--- config.mk ---
export PLATFORM = sky130hd
export DESIGN_NAME = rgb_stream_packer
export DESIGN_NICKNAME = d
export VERILOG_FILES = /design/src/rtl/rgb_stream_packer.sv
export SDC_FILE = /design/constraint.sdc
export NUM_CORES = 1
export LEC_CHECK = 0
export BUFFER_PORTS_ARGS = -buffer_cell sky130_fd_sc_hd__buf_2
export CORE_MARGIN = 2
export CORE_UTILIZATION = 50
export DETAILED_ROUTE_END_ITERATION = 10
export GPL_ROUTABILITY_DRIVEN = 0
export PLACE_DENSITY = 0.73
export SKIP_CTS_REPAIR_TIMING = 1
export SLEW_MARGIN = 20
export SYNTH_ARGS = -nofsm -noshare
export SYNTH_HDL_FRONTEND = slang
export SYNTH_SLANG_ARGS = --single-unit
--- constraint.sdc ---
create_clock -name aclk -period 2.4 [get_ports aclk]
set_input_delay 0.48 -clock aclk [delete_from_list [all_inputs] [get_ports aclk]]
set_output_delay 0.48 -clock aclk [all_outputs]
set_load 0.05 [all_outputs]
--- src/rtl/rgb_stream_packer.sv ---
// Packs 24-bit RGB pixels into a 32-bit AXI4-Stream, little-endian by byte:
// four pixels become three words, with tuser marking start-of-frame and tlast end-of-line.
module rgb_stream_packer (
    input  logic        aclk,
    input  logic        aresetn,
    input  logic [7:0]  r,
    input  logic [7:0]  g,
    input  logic [7:0]  b,
    input  logic        valid,
    input  logic        sof,
    input  logic        eol,
    output logic        in_stream_ready,
    output logic [31:0] out_stream_tdata,
    output logic [3:0]  out_stream_tkeep,
    output logic        out_stream_tlast,
    input  logic        out_stream_tready,
    output logic        out_stream_tvalid,
    output logic        out_stream_tuser
);

    logic [1:0]  phase_r;
    logic [23:0] hold_r;
    logic        hold_sof_r;
    logic        pend_r;
    logic [31:0] pend_data_r;
    logic [31:0] tdata_r;
    logic        tvalid_r;
    logic        tlast_r;
    logic        tuser_r;

    logic [23:0] pix_s;
    logic        load_s;
    logic        accept_s;
    logic [1:0]  eff_phase_s;
    logic [1:0]  phase_nxt_s;
    logic        emit_s;
    logic [31:0] emit_data_s;
    logic        emit_last_s;
    logic        emit_user_s;
    logic        pend_s;
    logic [31:0] pend_data_s;

    assign out_stream_tdata  = tdata_r;
    assign out_stream_tvalid = tvalid_r;
    assign out_stream_tlast  = tlast_r;
    assign out_stream_tuser  = tuser_r;
    assign out_stream_tkeep  = 4'hF;

    // Handshake: an eol at phase 1/2 leaves a second word queued, which blocks input for one word slot.
    always_comb begin
        pix_s           = {r, g, b};
        load_s          = out_stream_tready || !tvalid_r;
        in_stream_ready = load_s && !pend_r;
        accept_s        = valid && in_stream_ready;
    end

    // Word assembly for the pixel being accepted; sof restarts the group at phase 0.
    always_comb begin
        eff_phase_s = sof ? 2'd0 : phase_r;
        phase_nxt_s = phase_r;
        emit_s      = 1'b0;
        emit_data_s = 32'h0000_0000;
        emit_last_s = 1'b0;
        emit_user_s = 1'b0;
        pend_s      = 1'b0;
        pend_data_s = 32'h0000_0000;
        case (eff_phase_s)
            2'd0: begin
                if (eol) begin
                    emit_s      = 1'b1;
                    emit_data_s = {8'h00, pix_s};
                    emit_last_s = 1'b1;
                    emit_user_s = sof;
                    phase_nxt_s = 2'd0;
                end else begin
                    phase_nxt_s = 2'd1;
                end
            end
            2'd1: begin
                emit_s      = 1'b1;
                emit_data_s = {pix_s[7:0], hold_r};
                emit_user_s = hold_sof_r;
                if (eol) begin
                    pend_s      = 1'b1;
                    pend_data_s = {16'h0000, pix_s[23:8]};
                    phase_nxt_s = 2'd0;
                end else begin
                    phase_nxt_s = 2'd2;
                end
            end
            2'd2: begin
                emit_s      = 1'b1;
                emit_data_s = {pix_s[15:0], hold_r[23:8]};
                if (eol) begin
                    pend_s      = 1'b1;
                    pend_data_s = {24'h00_0000, pix_s[23:16]};
                    phase_nxt_s = 2'd0;
                end else begin
                    phase_nxt_s = 2'd3;
                end
            end
            2'd3: begin
                emit_s      = 1'b1;
                emit_data_s = {pix_s, hold_r[23:16]};
                emit_last_s = eol;
                phase_nxt_s = 2'd0;
            end
            default: begin
                phase_nxt_s = 2'd0;
            end
        endcase
    end

    // Phase tracking, previous-pixel store and output register update.
    always_ff @(posedge aclk) begin
        if (aresetn) begin
            phase_r     <= 2'd0;
            hold_r      <= 24'h00_0000;
            hold_sof_r  <= 1'b0;
            pend_r      <= 1'b0;
            pend_data_r <= 32'h0000_0000;
            tdata_r     <= 32'h0000_0000;
            tvalid_r    <= 1'b0;
            tlast_r     <= 1'b0;
            tuser_r     <= 1'b0;
        end else begin
            if (accept_s) begin
                phase_r    <= phase_nxt_s;
                hold_r     <= pix_s;
                hold_sof_r <= sof;
            end
            if (load_s) begin
                if (pend_r) begin
                    tdata_r  <= pend_data_r;
                    tvalid_r <= 1'b1;
                    tlast_r  <= 1'b1;
                    tuser_r  <= 1'b0;
                    pend_r   <= 1'b0;
                end else if (accept_s && emit_s) begin
                    tdata_r     <= emit_data_s;
                    tvalid_r    <= 1'b1;
                    tlast_r     <= emit_last_s;
                    tuser_r     <= emit_user_s;
                    pend_r      <= pend_s;
                    pend_data_r <= pend_data_s;
                end else begin
                    tvalid_r <= 1'b0;
                    tlast_r  <= 1'b0;
                    tuser_r  <= 1'b0;
                end
            end
        end
    end

endmodule

==> out/results.tsv <==
metric	value	unit
cpPeakStageDelay	0.48	ns
grt_overflow	0	
clock.fmax	0.4821	GHz
status	completed	
p_total	2.978	mW
drtIter0Drc	597	
io_buffer_count	65	
drv_cap	0	
synth_edf_count	0	
hold_viol_final	0	
clk_pin_slew	0.09	ns
cpMaxStageDelayCell	nor2b_1	
worst_pin_slew	1.054	ns
vias	3768	
postLayoutSetupSlackWorst	0.3258	ns
rsz0062_at_grt	no	
vias_per_cell	6.177	
synth_xor_area_frac	0	
synthSimpleGateAreaFrac	0.2245	
finalCriticalPeriod	2.074	ns
layout-drive-gt1-share	0.2035	
fin_skew	0.01258	ns
synth.mux.area_fraction	0.02100	
diodes	0	
startpoint	out_stream_tvalid	
dpl.hpwl	7.527	mm
chipHeight	91.32	microns
synthArstFlopShare	0	
syn_inst	453	
wl_per_cell	18.96	microns
worst_ir_drop_vdd	0.3894	mV
firstDrtPassIters	8	
crit_type	flip-flop to primary output	
slew_viol_final	0	
synth_top_family_by_area	compound AO/OA/AOI/OAI gates	
cts_buffer_depth	2	
boundaryPins	70	
cts_tree	yes	
cp-start-kind	flip-flop	
grt_pass1_wl	18.26	mm
worstReg2RegStart	phase_r[0]	
worstRegToRegCells	6	
fin_cells	610	
period_share	0.8642	
r2r_slack	0.33	ns
holdPathEnd	hold_r[2]	
core_area	7331	sq um
grt_usage	0.2790	
r2r-end	out_stream_tdata[0]	
nNetsFinal	541	
routed_wl	11.57	mm
htreeDepth	3	
ant_nets	0	
cp_cell_sequence	nor2b_1, nor2_1, buf_2	
yosys.area_share.adder	0.01641	
cp_max_fo	6	
dieArea	8339	sq um
syn_to_final_growth	17.16	%
synth_ff_type	dfxtp_1	
holdPathStages	3	
die_x	91.32	microns
first_global_vias	3405	
ys_ff_latch	79	
hold_path_class	primary input to flip-flop	
cts_root_buffer	clkbuf_8	
syn_area	3812	sq um
place_inst	594	
clock-sinks	79	
yosysSeqAreaShare	0.4148	
clk_latency	0.36	ns
antenna_found_initial	0	
yosysTopAreaCellShare	0.4148	
power.density	666.6	nW/um^2
dpl_worst_slack	0.05284	ns
p_leak	1.797	nW
rows	31	
synth_compound_area_frac	0.2642	
setup_viol	0	
avgSynthCellArea	8.416	sq um
m1WireLength	4.977	mm
wl_met2	5.400	mm
wl_met3	861	microns
top_layer_used	met4	
yosysWarnings	0	
critPathArrivalTime	1.59	ns
drc_errors	0	
start_util	0.5201	
slew_headroom	0.2973	
numCtsBuffers	9	
nFillCells	686	
setup_tns	0	ns
hold_start	b[2]	
grt_start_max_net_pins	44	
synth_area_leaders	dfxtp_1 (41%), nand2_1 (10%), a21oi_1 (5.9%), a22oi_1 (4.7%), a222oi_1 (4.2%)	
endpoint_kind	primary output	
ys_types	37	
required	1.92	ns
yosys.area.top_type	dfxtp_1	
[cell usage after synthesis, types with 5 or more instances]
cell type  number
a32o_1         16
clkbuf_1       23
a222oi_1       16
o21ai_0         8
ha_1            5
nand3_1        17
a22oi_1        24
a22o_1          8
a21oi_1        45
o31ai_1         8
buf_4           7
dfxtp_1        79
o2bb2ai_1       8
nand3b_1       18
buf_2          12
mux2i_1         8
nor2b_1        19
nand2_1       103
[logic make-up (layout without fill, tap and decap cells)]
logic type	after synthesis	count (layout)
fa+ha+maj	5	5
buf+inv	48	103
mux	8	8
flops	79	79
other cells	1	4
simple gates	174	174
compound gates	138	138
[worst max-delay path: cells and delay by family (launching register included)]
family	cells	cell delay [ns]
flip-flops	1	0.34
buffers and inverters	1	0.26
AND/OR/NAND/NOR	2	0.65
[sequential cells by signal (all words and copies together) (netlist names)]
register,flops
phase_r,2
out_stream_tuser,1
out_stream_tlast,1
hold_r,24
out_stream_tvalid,1
hold_sof_r,1
out_stream_tdata,32
pend_r,1
pend_data_r,16
[report_power, final]
group          internal, mW  switching [mW]
logic                 0.118           0.287
registers              1.36          0.0315
clock network         0.690           0.496
[per-layer routing]
metal / vias up / track usage
met5: - / 0
met1: 1784 / 0.3801
li1: 1754 / -
met4: 0 / 0.1313
met3: 25 / 0.04149
met2: 205 / 0.4346
[placed cells by master, fill, tap and decap left out, types with 2 or more instances in the layout]
cell,Yosys,layout
o2bb2ai_1,8,8
o21ai_0,8,8
buf_2,12,65
a32o_1,16,16
ha_1,5,5
nand3b_1,18,18
nand3_1,17,17
clkinv_2,0,2
o31ai_1,8,8
nand2_1,103,103
buf_4,7,17
bufinv_16,0,3
mux2i_1,8,8
nor2b_1,19,19
buf_12,0,2
a22o_1,8,8
nor2_1,4,4
a222oi_1,16,16
a21oi_1,45,45
inv_1,3,3
conb_1,1,4
nand2b_1,4,4
a22oi_1,24,24
clkbuf_8,0,9
dfxtp_1,79,79
[worst max path at each step]
stage	endpoint	slack (ns)	depth (start not counted)
6_report	in_stream_ready	0.33	3
5_1_grt	out_stream_tdata[0]	0.22	6
4_1_cts	in_stream_ready	0.33	3
3_5_place_dp	out_stream_tdata[0]	0.05	7
3_3_place_gp	out_stream_tdata[14]	0.1	7
2_1_floorplan	in_stream_ready	0.42	2
[area by class of cell]
type	instances	area [sq um]	share of cell area
clock buffer	10	127.6	0.02857
clock inverter	6	108.9	0.02437
sequential	79	1582	0.3541
multi-input combinational	329	2021	0.4524
timing repair buffer	84	493.0	0.1104
inverter	3	11.26	0.002521
tap	99	123.9	0.02773
[through the flow]
| step | util | instance area [sq um] | hold slack (ns) |
|---|---|---|---|
| 6_report | 0.6093 | 4467 | 0.4027 |
| 2_1_floorplan | - | 3824 | 0.4323 |
| 4_1_cts | 0.6093 | 4467 | 0.3921 |
| 3_3_place_gp | 0.5771 | 4230 | 0.4404 |
| 5_1_grt | 0.6093 | 4467 | 0.4135 |
| 3_5_place_dp | 0.5771 | 4230 | 0.4418 |
(Power assumes the default switching activity.)
